File: config.mk
export PLATFORM = sky130hd
export DESIGN_NAME = sha_stream_io_ctrl_flat
export DESIGN_NICKNAME = d
export VERILOG_FILES = /design/src/rtl/sha_stream_io_ctrl_pkg.sv /design/src/rtl/sha_stream_io_ctrl_if.sv /design/src/rtl/sha_lane_mux.sv /design/src/rtl/sha_stream_io_ctrl.sv /design/src/flat_wrapper.sv
export SDC_FILE = /design/constraint.sdc
export NUM_CORES = 1
export LEC_CHECK = 0
export CORE_AREA = 10 10 300 302
export CTS_BUF_LIST = sky130_fd_sc_hd__clkbuf_8
export DETAILED_ROUTE_END_ITERATION = 8
export DIE_AREA = 0 0 310 312
export PLACE_DENSITY = 0.67
export SETUP_SLACK_MARGIN = 0.1
export SLEW_MARGIN = 20
export SYNTH_ARGS = -nofsm -noshare
export SYNTH_HDL_FRONTEND = slang
export SYNTH_SLANG_ARGS = --single-unit
File: constraint.sdc
create_clock -name clk -period 3.1 [get_ports clk]
set_input_delay 0.465 -clock clk [delete_from_list [all_inputs] [get_ports clk]]
set_output_delay 0.465 -clock clk [all_outputs]
set_load 0.01 [all_outputs]
File: src/rtl/sha_stream_io_ctrl_pkg.sv
// -----------------------------------------------------------------------------
// sha_io_pkg
// Shared definitions for the SHA-256 host-side stream I/O controller:
//   - controller state encoding
//   - default bus / block / digest widths
//   - beat-index to lane-index mapping used for loading and unloading
// No ports (package).
// -----------------------------------------------------------------------------
package sha_io_pkg;

  localparam int SHA_BUS_W    = 8;
  localparam int SHA_BLOCK_W  = 512;
  localparam int SHA_DIGEST_W = 256;

  typedef enum logic [1:0] {
    S_LOAD   = 2'd0,
    S_START  = 2'd1,
    S_WAIT   = 2'd2,
    S_UNLOAD = 2'd3
  } sha_io_state_e;

  // Beat k lands in lane n_lanes-1-k when the stream is big-endian (first beat
  // is the most significant lane), otherwise in lane k.
  function automatic int lane_index(input int beat, input int n_lanes, input bit msb_first);
    return msb_first ? (n_lanes - 1 - beat) : beat;
  endfunction

endpackage

File: src/rtl/sha_stream_io_ctrl_if.sv
// -----------------------------------------------------------------------------
// sha_stream_io_ctrl_if
// Byte-stream bundle between the pin wrapper (master) and the controller
// (slave).
//   in_valid / in_data / in_ready    : message beats into the controller
//   out_valid / out_data / out_ready : digest beats out of the controller
// -----------------------------------------------------------------------------
interface sha_stream_io_ctrl_if
  import sha_io_pkg::*;
#(
  parameter int BUS_W = SHA_BUS_W
);

  logic             in_valid;
  logic [BUS_W-1:0] in_data;
  logic             in_ready;
  logic             out_valid;
  logic [BUS_W-1:0] out_data;
  logic             out_ready;

  modport master (
    output in_valid, in_data, out_ready,
    input  in_ready, out_valid, out_data
  );

  modport slave (
    input  in_valid, in_data, out_ready,
    output in_ready, out_valid, out_data
  );

endinterface

File: src/rtl/sha_lane_mux.sv
// -----------------------------------------------------------------------------
// sha_lane_mux
// Combinational read of one LANE_W-bit lane out of a VEC_W-bit vector.
// Lane j occupies bits [j*LANE_W +: LANE_W].
//   vec  : wide source vector
//   lane : lane select
//   data : selected lane
// -----------------------------------------------------------------------------
module sha_lane_mux
  import sha_io_pkg::*;
#(
  parameter int VEC_W  = SHA_DIGEST_W,
  parameter int LANE_W = SHA_BUS_W,
  localparam int N_LANES = VEC_W / LANE_W,
  localparam int IDX_W   = (N_LANES > 1) ? $clog2(N_LANES) : 1
) (
  input  logic [VEC_W-1:0]  vec,
  input  logic [IDX_W-1:0]  lane,
  output logic [LANE_W-1:0] data
);

  // Table is padded to a power of two so every select value is in range.
  logic [LANE_W-1:0] lanes [2**IDX_W];

  generate
    for (genvar gi = 0; gi < 2**IDX_W; gi++) begin : g_lane
      if (gi < N_LANES) begin : g_used
        assign lanes[gi] = vec[gi*LANE_W +: LANE_W];
      end else begin : g_pad
        assign lanes[gi] = '0;
      end
    end
  endgenerate

  assign data = lanes[lane];

endmodule

File: src/rtl/sha_stream_io_ctrl.sv
// -----------------------------------------------------------------------------
// sha_stream_io_ctrl
// Host-side I/O controller for the SHA-256 core. Collects one message block
// from a valid/ready beat stream, pulses the core start, waits for the digest
// (with optional timeout), then streams the digest back out beat by beat.
//
// Ports:
//   clk, rst_n     : clock, asynchronous active-low reset
//   clear_i        : synchronous abort back to LOAD
//   io (slave)     : in_valid/in_data/in_ready, out_valid/out_data/out_ready
//   blk_o          : assembled message block to the core
//   start_o        : one-cycle start pulse to the core
//   core_ready_i   : core digest valid (sampled only while waiting)
//   digest_i       : core digest
//   busy_o         : high while starting or waiting on the core
//   done_o         : one-cycle pulse after the last digest beat is taken
//   err_o          : sticky timeout flag
// -----------------------------------------------------------------------------
module sha_stream_io_ctrl
  import sha_io_pkg::*;
#(
  parameter int BUS_W       = SHA_BUS_W,
  parameter int BLOCK_W     = SHA_BLOCK_W,
  parameter int DIGEST_W    = SHA_DIGEST_W,
  parameter bit MSB_FIRST   = 1'b1,
  parameter int TIMEOUT_CYC = 1024
) (
  input  logic                clk,
  input  logic                rst_n,
  input  logic                clear_i,
  sha_stream_io_ctrl_if.slave io,
  output logic [BLOCK_W-1:0]  blk_o,
  output logic                start_o,
  input  logic                core_ready_i,
  input  logic [DIGEST_W-1:0] digest_i,
  output logic                busy_o,
  output logic                done_o,
  output logic                err_o
);

  localparam int N_IN      = BLOCK_W / BUS_W;
  localparam int N_OUT     = DIGEST_W / BUS_W;
  localparam int N_MAX     = (N_IN > N_OUT) ? N_IN : N_OUT;
  localparam int PTR_W     = (N_MAX > 1) ? $clog2(N_MAX) : 1;
  localparam int OUT_IDX_W = (N_OUT > 1) ? $clog2(N_OUT) : 1;
  localparam int CNT_W     = (TIMEOUT_CYC > 0) ? $clog2(TIMEOUT_CYC + 1) : 1;
  localparam bit TIMEOUT_EN = (TIMEOUT_CYC != 0);

  localparam logic [PTR_W-1:0] PTR_LAST_IN  = PTR_W'(N_IN - 1);
  localparam logic [PTR_W-1:0] PTR_LAST_OUT = PTR_W'(N_OUT - 1);
  localparam logic [CNT_W-1:0] CNT_LAST     = CNT_W'((TIMEOUT_CYC > 0) ? TIMEOUT_CYC - 1 : 0);

  sha_io_state_e       state_reg;
  logic [PTR_W-1:0]    ptr_reg;
  logic [CNT_W-1:0]    cnt_reg;
  logic [BLOCK_W-1:0]  blk_reg;
  logic [DIGEST_W-1:0] digest_reg;
  logic                start_reg;
  logic                done_reg;
  logic                err_reg;

  logic                 in_hs;
  logic [PTR_W-1:0]     in_lane;
  logic [N_IN-1:0]      in_we;
  logic [OUT_IDX_W-1:0] out_lane;
  logic [BUS_W-1:0]     out_lane_data;

  assign in_hs   = io.in_valid && (state_reg == S_LOAD);
  assign in_lane = PTR_W'(lane_index(int'(ptr_reg), N_IN, MSB_FIRST));

  // One write enable per block lane; only the lane addressed by ptr is hit.
  generate
    for (genvar gi = 0; gi < N_IN; gi++) begin : g_in_we
      assign in_we[gi] = in_hs && (in_lane == PTR_W'(gi));
    end
  endgenerate

  assign out_lane = OUT_IDX_W'(lane_index(int'(ptr_reg), N_OUT, MSB_FIRST));

  sha_lane_mux #(
    .VEC_W  (DIGEST_W),
    .LANE_W (BUS_W)
  ) u_out_mux (
    .vec  (digest_reg),
    .lane (out_lane),
    .data (out_lane_data)
  );

  // Stream-side outputs follow the state register directly; the data lane is
  // forced to zero outside UNLOAD so a stale pointer never leaks digest bits.
  assign io.in_ready  = (state_reg == S_LOAD);
  assign io.out_valid = (state_reg == S_UNLOAD);
  assign io.out_data  = (state_reg == S_UNLOAD) ? out_lane_data : '0;

  assign blk_o   = blk_reg;
  assign start_o = start_reg;
  assign done_o  = done_reg;
  assign err_o   = err_reg;
  assign busy_o  = (state_reg == S_START) || (state_reg == S_WAIT);

  always_ff @(posedge clk or negedge rst_n) begin
    if (!rst_n) begin
      state_reg  <= S_LOAD;
      ptr_reg    <= '0;
      cnt_reg    <= '0;
      blk_reg    <= '0;
      digest_reg <= '0;
      start_reg  <= 1'b0;
      done_reg   <= 1'b0;
      err_reg    <= 1'b0;
    end else if (clear_i) begin
      // Abort wins over any handshake in the same cycle; that beat is lost.
      state_reg <= S_LOAD;
      ptr_reg   <= '0;
      cnt_reg   <= '0;
      blk_reg   <= '0;
      start_reg <= 1'b0;
      done_reg  <= 1'b0;
      err_reg   <= 1'b0;
    end else begin
      start_reg <= 1'b0;
      done_reg  <= 1'b0;
      case (state_reg)
        S_LOAD: begin
          for (int j = 0; j < N_IN; j++) begin
            if (in_we[j]) begin
              blk_reg[j*BUS_W +: BUS_W] <= io.in_data;
            end
          end
          if (in_hs) begin
            if (ptr_reg == PTR_LAST_IN) begin
              ptr_reg   <= '0;
              state_reg <= S_START;
              start_reg <= 1'b1;
            end else begin
              ptr_reg <= ptr_reg + 1'b1;
            end
          end
        end
        S_START: begin
          state_reg <= S_WAIT;
          cnt_reg   <= '0;
        end
        S_WAIT: begin
          // A digest arriving on the timeout cycle is still accepted.
          if (core_ready_i) begin
            digest_reg <= digest_i;
            ptr_reg    <= '0;
            state_reg  <= S_UNLOAD;
          end else if (TIMEOUT_EN && (cnt_reg == CNT_LAST)) begin
            err_reg   <= 1'b1;
            ptr_reg   <= '0;
            state_reg <= S_LOAD;
          end else begin
            cnt_reg <= cnt_reg + 1'b1;
          end
        end
        S_UNLOAD: begin
          if (io.out_ready) begin
            if (ptr_reg == PTR_LAST_OUT) begin
              ptr_reg   <= '0;
              done_reg  <= 1'b1;
              state_reg <= S_LOAD;
            end else begin
              ptr_reg <= ptr_reg + 1'b1;
            end
          end
        end
        default: begin
          state_reg <= S_LOAD;
          ptr_reg   <= '0;
        end
      endcase
    end
  end

endmodule

File: src/flat_wrapper.sv
// flat-port wrapper written by rule: the top's interface ports become plain ports
module sha_stream_io_ctrl_flat import sha_io_pkg::*;
#(
  parameter int BUS_W       = SHA_BUS_W,
  parameter int BLOCK_W     = SHA_BLOCK_W,
  parameter int DIGEST_W    = SHA_DIGEST_W,
  parameter bit MSB_FIRST   = 1'b1,
  parameter int TIMEOUT_CYC = 1024
)
  (clk, rst_n, clear_i, blk_o, start_o, core_ready_i, digest_i, busy_o, done_o, err_o, io_in_valid, io_in_data, io_out_ready, io_in_ready, io_out_valid, io_out_data);
  sha_stream_io_ctrl_if #(.BUS_W(BUS_W)) io_i ();
  input  logic clk;
  input  logic rst_n;
  input  logic clear_i;
  output logic [BLOCK_W-1:0] blk_o;
  output logic start_o;
  input  logic core_ready_i;
  input  logic [DIGEST_W-1:0] digest_i;
  output logic busy_o;
  output logic done_o;
  output logic err_o;
  input wire logic [$bits(io_i.in_valid)-1:0] io_in_valid;
  input wire logic [$bits(io_i.in_data)-1:0] io_in_data;
  input wire logic [$bits(io_i.out_ready)-1:0] io_out_ready;
  output wire logic [$bits(io_i.in_ready)-1:0] io_in_ready;
  output wire logic [$bits(io_i.out_valid)-1:0] io_out_valid;
  output wire logic [$bits(io_i.out_data)-1:0] io_out_data;
  assign io_i.in_valid = io_in_valid;
  assign io_i.in_data = io_in_data;
  assign io_i.out_ready = io_out_ready;
  assign io_in_ready = io_i.in_ready;
  assign io_out_valid = io_i.out_valid;
  assign io_out_data = io_i.out_data;
  sha_stream_io_ctrl #(.BUS_W(BUS_W), .BLOCK_W(BLOCK_W), .DIGEST_W(DIGEST_W), .MSB_FIRST(MSB_FIRST), .TIMEOUT_CYC(TIMEOUT_CYC)) u_core (.clk(clk), .rst_n(rst_n), .clear_i(clear_i), .io(io_i), .blk_o(blk_o), .start_o(start_o), .core_ready_i(core_ready_i), .digest_i(digest_i), .busy_o(busy_o), .done_o(done_o), .err_o(err_o));
endmodule
After elaboration in Yosys (flattened, before gate mapping)
Cells that the tools add are included.
- multiplexer cells: 102
- reduce and logical (&&, ||, !) cells: 206
- equality and inequality tests: 77
- order comparisons: 1
- bitwise operators: 2
- $add $sub $neg: 4
- operators by type and width (cell ; number):
    $mux 512 ; 2
    $mux 8 ; 67
    $eq 6x6->1 const B ; 33
    $reduce_bool 2->1 ; 67
    $reduce_and 2->1 ; 64
    $eq 6x5->1 const B ; 17
    $logic_and 1x1->1 ; 65
    $eq 6x4->1 const B ; 8
    $mux 6 ; 7
    $bmux 8 s5 ; 1
    $mux 11 ; 3
    $eq 6x3->1 const B ; 4
    $pmux 11 s2 ; 1
    $pmux 6 s3 ; 1
    $mux 2 ; 7
    $eq 6x2->1 const B ; 2
    $mux 1 ; 12
    $add 11x1->11 const B ; 1
    $eq 11x10->1 const B ; 1
    $ne 3x2->1 const B ; 3
    $ne 3x3->1 const B ; 3
    $reduce_and 3->1 ; 3
    $pmux 2 s4 ; 1
    $add 6x1->6 const B ; 1
    17 further kinds ; 18
- register bits: 790
- input bits: 270
- logic and storage cells: 463

Depth between registers and ports, before layout
Gate-level depths: netlist of run 1.
- depth in word-level cells: 6
- gate-level depth with buffers: 11

Modules after synthesis
A second synthesis of run 1 with hierarchy kept.
- cell total of the unflattened synthesis: 3017
- area total of the unflattened synthesis: 34026.4 um^2
- modules (own cells, without submodules) (module ; seq. area each (um^2) ; cells an instance ; times used ; area an instance (um^2)):
    sha_stream_io_ctrl ; 19769.0 ; 2910 ; 1 ; 32032.0
    sha_lane_mux ; 0.0 ; 107 ; 1 ; 1994.4

Worst setup path before layout of run 1
Ideal clock, no wire load.
- kind: register to register
- start point: reg u_core.ptr_reg[0]
- end point: reg u_core.blk_reg[207], in the netlist u_core.blk_o[207]
- slack: 361 ps
- arrival: 2607 ps
- cell stages (with the launch flop): 12
- clock period less this slack: 2739 ps
- path buffers: 5
- library setup time: 132 ps
- required time: 2968 ps
- cell sequence: dfrtp_1 > buf_2 > buf_4 > inv_1 > clkbuf_1 > ha_1 > clkbuf_1 > nand2_1 > clkbuf_1 > nor2_2 > mux2i_1 > nor2_1
- word-level cells in the longest chain between the ends: 5
- ends and longest elaborated chain (element ; RTL line ; RTL):
    start, declared ; sha_stream_io_ctrl.sv:54 ; logic [PTR_W-1:0] ptr_reg;
    start signal, assigned ; sha_stream_io_ctrl.sv:136 ; ptr_reg <= ptr_reg + 1'b1;
    start signal, assigned ; sha_stream_io_ctrl.sv:165 ; ptr_reg <= ptr_reg + 1'b1;
    $sub 6x6->6 ; sha_stream_io_ctrl_pkg.sv:25 ; return msb_first ? (n_lanes - 1 - beat) : beat;
    $eq 6x5->1 ; sha_stream_io_ctrl.sv:74 ; assign in_we[gi] = in_hs && (in_lane == PTR_W'(gi));
    $logic_and 1x1->1 ; sha_stream_io_ctrl.sv:74 ;
    $reduce_bool 2->1 (no source line) ; n/a ;
    $reduce_and 2->1 (no source line) ; n/a ;
    end signal, assigned by index ; sha_stream_io_ctrl.sv:127 ; blk_reg[j*BUS_W +: BUS_W] <= io.in_data;
    end, declared ; sha_stream_io_ctrl.sv:56 ; logic [BLOCK_W-1:0] blk_reg;
Every way passes these cells.
A chain may end at the register's enable or synchronous reset.

Worst setup path in the final report of run 1
- start point: reg u_core.ptr_reg[1]
- end point: out io_out_data[1]
- word-level cells in the longest chain between the ends: 6
- ends and longest elaborated chain (element ; RTL line ; RTL):
    $sub 5x5->5 ; sha_stream_io_ctrl_pkg.sv:25 ;
    $not 5->6 (implied by the code) ; sha_lane_mux.sv:35 ; assign data = lanes[lane];
    $bmux 8 s5 ; sha_lane_mux.sv:35 ;
    $mux 8 (implied by the code) (2 in a row) ; sha_lane_mux.sv:35 ;
    $mux 8 ; sha_stream_io_ctrl.sv:93 ; assign io.out_data = (state_reg == S_UNLOAD) ? out_lane_data : '0;
    end, declared ; flat_wrapper.sv:27 ; output wire logic [$bits(io_i.out_data)-1:0] io_out_data;
Every way passes these cells. The select of a mux whose other input is x is not followed.

==> run metrics, run 1 <==
Clock Pin Slew Worst Setup and Hold Paths=60 ps; share of synthesized area occupied by flip-flops and latches=0.5804; reg-to-reg startpoint=u_core.ptr_reg[1]; dominant register cell in the synthesized netlist=sky130_fd_sc_hd__dfrtp_1; horizontal extent of the die=310 um; number of DRC violations after detailed routing=0; wire length after detailed routing=127700 um; setup ws final=-197.6 ps; DRT antenna net count=0; Avg Cell Area, Syn=12.08 um^2; worst skew pair latency=830 ps; nets in the synthesized netlist=3100; Largest delay share family, worst path=buffers and inverters; internal reg-to-reg setup slack=220 ps; worst hold path endpoint=u_core.blk_o[26]; number of detailed-routing iterations run before antenna repair=6; GP Congestion=0.8458; count of buffer and inverter cells on the critical path=4; Max Clock Freq=0.3033 GHz; violated checks=setup timing; Die ar.=96720 um^2; largest incremental delay on the critical path=550 ps; worst vdd ir=0.3873 mV; Total Routing Usage GR=0.2561; final standard cell count with taps included and fillers excluded=4894; critical path launch point type=register; outcome=complete, but fails checks; number of buffers added on ports=795; post-route cell area=46980 um^2; Max Fanout on Critical Path=8; hold violation count in the final report=0; num ports=796; number of standard cells after synthesis=2820; Post-synth EDFFs=0; worst path arrival time=2830 ps; source of the worst hold timing path=io_in_data[2]; worst flop-to-flop path endpoint=u_core.blk_o[287]; count of vias placed by the detailed router=26080; initial core utilization=0.4039; max-cap violation count=0; fill count=7176; final total power=29.03 mW; TritonCTS Buffers=138; power density relative to cell area=617.9 nW/um^2; cell total after placement=4628; sequence of cells on the critical path=buf_12 > buf_4 > mux2i_1 > a22oi_1 > nand4_1 > o211a_1 > a21oi_1 > buf_4 > buf_6; wire length per cell after detailed routing=26.09 um; Final Cycle Share=1.064; maximum count of clock buffers along a single path=3; final HPWL from detailed placement=92650 um; clock tree from TritonCTS=built; share of layout cells above drive strength 1=0.1989; critical path endpoint category=output pin; total number of cells along the worst setup path=9; hold path cells=3; number of synthesis warnings=0; flip-flop count of the largest register, all copies and words added=512; number of global-route vias before repair=26580; via density per instance=5.328; Die H=312 um; highest-count cells in the layout ignoring fill and taps=sky130_fd_sc_hd__dfrtp_1 (786), sky130_fd_sc_hd__clkdlybuf4s50_1 (777), sky130_fd_sc_hd__mux2i_1 (412); RSZ-0062 raised after global routing=true; number of max-slew violations in the final report=0; headroom to the max-slew limit=0.3260; transition time at the pin with the least slew margin=1011 ps; total of flip-flops plus latches after synthesis=790; worst hold path type=input port to register; dpl cell area=43840 um^2; cell depth of the worst flop-to-flop path=10; drt first-iter violations=1992; most common cell after layout, fill and taps aside=sky130_fd_sc_hd__dfrtp_1; cell at the slowest stage of the critical path=sky130_fd_sc_hd__dfrtp_4; largest area contributor in the synthesized netlist=sky130_fd_sc_hd__dfrtp_1; area of the mapped netlist=34060 um^2; signed area change from the synthesized netlist to the final layout=37.93%; Fin Clk Skew=58.22 ps; largest net degree at the start of global routing=174; final setup fails=8; critical path class=register to output pin; register area=19780 um^2; cell repeated most along the worst path=sky130_fd_sc_hd__buf_4; Std-Cell Rows=107; # H-tree levels=4; min Tclk post-route=3298 ps; total number of clock tree sinks=790; remaining global-route overflow=0; wire length of the first global-routing pass=185000 um; hold slack=61.65 ps; Async SR Flop Fraction=1.000; area taken by multi-input logic gates=13480 um^2; data required time at the worst endpoint=2630 ps; cell leakage power=20.79 nW; core area=84340 um^2; Total Nets Final=3975; share of Yosys cell area claimed by the top area cell type=0.5804; unique cell type count in the Yosys netlist=59; antenna violations before repair=7; ranking of synthesized cells by area=sky130_fd_sc_hd__dfrtp_1 (58%), sky130_fd_sc_hd__mux2i_1 (12%), sky130_fd_sc_hd__mux2_2 (8.6%); cell at the root of the clock tree=sky130_fd_sc_hd__clkbuf_8
[cell families (layout without fill, tap and decap cells)]
group,count (synthesis),in the layout,synth area share
and+or+nand+nor,717,717,0.09213
DFF,790,790,0.5804
AOI/OAI and AO/OA,358,358,0.05752
xor gates and xnor gates,3,3,0.0007715
buffers and inverters,223,1204,0.02777
adders and majority gates,10,10,0.003673
muxes,719,719,0.2378
other,0,3,0
[final cells by class]
type	count	share of cell area
repair buffers	952	0.2019
flip-flops and latches	790	0.4209
clock buffers	172	0.05039
well taps	1090	0.02903
diodes	3	0.0001598
clock inverters	74	0.01033
multi-input cells	1807	0.2868
inverters	6	0.0004794
[stage by stage]
stage / setup slack, ps / util / TNS [ps]
after CTS: -366.9 / 0.5564 / -2345
after floorplan: 361.0 / - / 0
after detailed placement: -97.31 / 0.5198 / -160.3
final: -197.6 / 0.5570 / -1299
after global placement: -117.3 / 0.5198 / -157.8
after global routing: -319.5 / 0.5570 / -2116
[how the worst max path moves through the flow]
stage                   endpoint  slack (ps)         startpoint
2_1_floorplan  u_core.blk_o[207]         360  u_core.ptr_reg[0]
3_3_place_gp      io_out_data[4]        -120  u_core.ptr_reg[1]
3_5_place_dp      io_out_data[4]        -100  u_core.ptr_reg[1]
4_1_cts           io_out_data[4]        -370  u_core.ptr_reg[1]
5_1_grt           io_out_data[3]        -320  u_core.ptr_reg[1]
6_report          io_out_data[1]        -200  u_core.ptr_reg[1]
[power by group]
part           internal [mW]  switching, mW
logic                   3.32           2.92
registers               11.9           1.05
clock network           5.24           4.58
[routing by layer]
layer  up-vias  share of wire  track usage
li1      11540              -            -
met1     13170           0.39       0.3128
met2      1125           0.48       0.4193
met3       231          0.088      0.07810
met4        10          0.039       0.1021
met5         -        0.00058            0
[synthesized netlist by cell type (8+ instances only)]
master,n
sky130_fd_sc_hd__dfrtp_1,790
sky130_fd_sc_hd__mux2i_1,412
sky130_fd_sc_hd__nor2_1,407
sky130_fd_sc_hd__mux2_2,261
sky130_fd_sc_hd__nand2_1,185
sky130_fd_sc_hd__o21ai_0,152
sky130_fd_sc_hd__a21oi_1,148
sky130_fd_sc_hd__clkbuf_1,134
sky130_fd_sc_hd__buf_2,50
sky130_fd_sc_hd__mux4_2,46
sky130_fd_sc_hd__nor2_2,23
sky130_fd_sc_hd__buf_1,22
sky130_fd_sc_hd__nand2b_1,17
sky130_fd_sc_hd__nor2_4,12
sky130_fd_sc_hd__nand3_2,11
sky130_fd_sc_hd__ha_1,10
sky130_fd_sc_hd__nand4_1,10
sky130_fd_sc_hd__buf_4,9
sky130_fd_sc_hd__nand3_1,9
sky130_fd_sc_hd__a22o_1,8
sky130_fd_sc_hd__a22oi_1,8
[tightest hold or removal path, stage by stage]
cell and delay [ps]:
sky130_fd_sc_hd__buf_2 220, sky130_fd_sc_hd__nand2_1 100, sky130_fd_sc_hd__a21oi_1 50
[timing repair]
| item | in CTS | in global routing |
|---|---|---|
| gates resized for setup | 59 | 22 |
| pin swaps | 8 | 7 |
| cloned | 1 | 0 |
| hold buffers | 3 | 0 |
| setup endpoints to repair | 8 | 38 |
| setup buffers | 13 | 1 |
| hold endpoints to repair | 42 | 0 |
(Power assumes the default switching activity.)
==> inputs of run 2 (changes only) <==
PLACE_DENSITY = default   (was 0.67)
PLACE_DENSITY_LB_ADDON = 0.3   (was default)
==> run metrics, run 2 (synthesis gave the netlist of run 1 again) <==
horizontal extent of the die=310 um (unchanged); largest net degree at the start of global routing=233 (was 174); number of global-route vias before repair=26560 (was 26580); antenna violations before repair=8 (was 7); number of DRC violations after detailed routing=0 (unchanged); Max Clock Freq=0.2996 GHz (was 0.3033 GHz); internal reg-to-reg setup slack=260 ps (was 220 ps); share of layout cells above drive strength 1=0.1958 (was 0.1989); clock tree from TritonCTS=built (unchanged); signed area change from the synthesized netlist to the final layout=37.79% (was 37.93%); max-cap violation count=0 (unchanged); initial core utilization=0.4039 (unchanged); Total Nets Final=3956 (was 3975); largest incremental delay on the critical path=490 ps (was 550 ps); outcome=complete, but fails checks (unchanged); internal power=20.45 mW (was 20.49 mW); wire length of the first global-routing pass=182800 um (was 185000 um); worst hold path endpoint=u_core.blk_o[73] (was u_core.blk_o[26]); GP Congestion=0.8511 (was 0.8458); transition time at the pin with the least slew margin=1395 ps (was 1011 ps); cell at the root of the clock tree=sky130_fd_sc_hd__clkbuf_8 (unchanged); flip-flop count of the largest register, all copies and words added=512 (unchanged); min Tclk post-route=3338 ps (was 3298 ps); Largest delay share family, worst path=buffers and inverters (unchanged); final HPWL from detailed placement=91250 um (was 92650 um); maximum count of clock buffers along a single path=3 (unchanged); sequence of cells on the critical path=buf_12 > buf_12 > buf_16 > mux4_2 > nand2_2 > a21oi_2 > a311oi_1 > buf_4 > a31oi_1 > buf_2 (was buf_12 > buf_4 > mux2i_1 > a22oi_1 > nand4_1 > o211a_1 > a21oi_1 > buf_4 > buf_6); net load switching power=8.587 mW (was 8.544 mW); cell repeated most along the worst path=sky130_fd_sc_hd__buf_12 (was sky130_fd_sc_hd__buf_4); most common cell after layout, fill and taps aside=sky130_fd_sc_hd__dfrtp_1 (unchanged); hold slack=155.1 ps (was 61.65 ps); RSZ-0062 raised after global routing=true (unchanged); Fin Clk Skew=41.61 ps (was 58.22 ps); # H-tree levels=4 (unchanged); Clock Pin Slew Worst Setup and Hold Paths=60 ps (about the same); core area=84340 um^2 (unchanged); Final Cycle Share=1.077 (was 1.064); violated checks=setup timing (unchanged); hold path cells=3 (unchanged); data required time at the worst endpoint=2630 ps (about the same); critical path class=register to output pin (unchanged); count of buffer and inverter cells on the critical path=5 (was 4); source of the worst hold timing path=io_in_data[1] (was io_in_data[2]); Clock Power Share=0.333 (was 0.338); critical path endpoint category=output pin (unchanged); Die ar.=96720 um^2 (unchanged); final setup fails=8 (unchanged); Die H=312 um (unchanged); power density relative to cell area=618.7 nW/um^2 (was 617.9 nW/um^2); headroom to the max-slew limit=0.06989 (was 0.3260); cell depth of the worst flop-to-flop path=9 (was 10); sw frac=0.2957 (was 0.2943); remaining global-route overflow=0 (unchanged); cell leakage power=20.67 nW (was 20.79 nW); wire length after detailed routing=127100 um (was 127700 um); Total Routing Usage GR=0.2542 (was 0.2561); TritonCTS Buffers=140 (was 138); num ports=796 (unchanged); number of max-slew violations in the final report=0 (unchanged); Max Fanout on Critical Path=5 (was 8); highest-count cells in the layout ignoring fill and taps=sky130_fd_sc_hd__dfrtp_1 (786), sky130_fd_sc_hd__clkdlybuf4s50_1 (775), sky130_fd_sc_hd__mux2i_1 (411) (was sky130_fd_sc_hd__dfrtp_1 (786), sky130_fd_sc_hd__clkdlybuf4s50_1 (777), sky130_fd_sc_hd__mux2i_1 (412)); cell at the slowest stage of the critical path=sky130_fd_sc_hd__dfrtp_4 (unchanged); worst path arrival time=2870 ps (was 2830 ps); drt first-iter violations=2035 (was 1992); part of the total power dissipated in sequential elements=0.447 (about the same); worst hold path type=input port to register (unchanged); setup ws final=-238.0 ps (was -197.6 ps); reg-to-reg startpoint=u_core.ptr_reg[1] (unchanged); wire length per cell after detailed routing=26.11 um (was 26.09 um); hold violation count in the final report=0 (unchanged); total number of clock tree sinks=790 (unchanged); critical path launch point type=register (unchanged); worst vdd ir=0.3973 mV (was 0.3873 mV); DRT antenna net count=0 (unchanged); count of vias placed by the detailed router=25810 (was 26080); worst skew pair latency=810 ps (was 830 ps); final standard cell count with taps included and fillers excluded=4867 (was 4894); worst flop-to-flop path endpoint=u_core.blk_o[443] (was u_core.blk_o[287]); number of buffers added on ports=795 (unchanged); cell total after placement=4604 (was 4628); combinational share of power=0.221 (was 0.215); Std-Cell Rows=107 (unchanged); via density per instance=5.304 (was 5.328); number of detailed-routing iterations run before antenna repair=5 (was 6)
[run 2: routing by layer]
metal,routed length [um],track usage,vias up
met3,10790,0.07871,225
li1,-,-,11500
met4,5072,0.1019,14
met5,100,0,-
met2,61730,0.4213,1082
met1,49370,0.3050,12990
[run 2: what timing repair did]
action / in CTS / in global routing
cloned: 4 / 1
endpoints found under the setup margin: 10 / 40
hold endpoints to repair: 67 / 0
hold buffers: 2 / 0
buffers inserted: 10 / 3
pin swaps: 15 / 10
resized for setup: 77 / 21
[run 2: per-stage QoR]
stage / power, mW / utilization / worst slack [ps] / TNS (ps) / instance area (um^2)
floorplan: 16.57 / - / 361.0 / 0 / 34060
global placement: 19.05 / 0.5181 / -157.8 / -157.8 / 43700
detailed placement: 19.19 / 0.5181 / -136.7 / -136.7 / 43700
CTS: 29.25 / 0.5550 / -343.4 / -2133 / 46810
global route: 30.39 / 0.5564 / -373.4 / -2495 / 46930
finish: 29.04 / 0.5565 / -238.0 / -1430 / 46940
[run 2: worst max-delay path by stage]
stage | startpoint | endpoint | slack (ps) | cells past startpoint
floorplan | u_core.ptr_reg[0] | u_core.blk_o[207] | 360 | 11
global route | u_core.ptr_reg[1] | io_out_data[2] | -370 | 8
finish | u_core.ptr_reg[1] | io_out_data[4] | -240 | 10
global placement | u_core.ptr_reg[1] | io_out_data[6] | -160 | 4
detailed placement | u_core.ptr_reg[1] | io_out_data[6] | -140 | 4
CTS | u_core.ptr_reg[1] | io_out_data[6] | -340 | 7
[run 2: cell type report]
cell class              instances  area [um^2]
multi-input cells            1807        13530
well taps                    1090         1364
inverters                       6        22.52
repair buffers                931         9472
clock inverters                79        540.5
clock buffers                 162         2230
flip-flops and latches        790        19780
fillers                      7264        37410
diodes                          2        5.005
[run 2: worst reg2reg max path: stages, from the launching register on]
cell,delay [ps]
sky130_fd_sc_hd__dfrtp_4,490
sky130_fd_sc_hd__buf_12,160
sky130_fd_sc_hd__buf_16,150
sky130_fd_sc_hd__buf_4,200
sky130_fd_sc_hd__inv_1,120
sky130_fd_sc_hd__ha_1,440
sky130_fd_sc_hd__nand3b_1,350
sky130_fd_sc_hd__nor2_4,470
sky130_fd_sc_hd__mux2i_1,250
sky130_fd_sc_hd__nor2_1,60
[run 2: power groups by stage]
stage	clock network [mW]	logic, mW	registers [mW]
finish	9.67	6.40	13.0
detailed placement	0	6.06	13.1
CTS	9.90	6.41	12.9
global placement	0	5.95	13.1
global route	10.4	6.92	13.1
floorplan	0	3.96	12.6
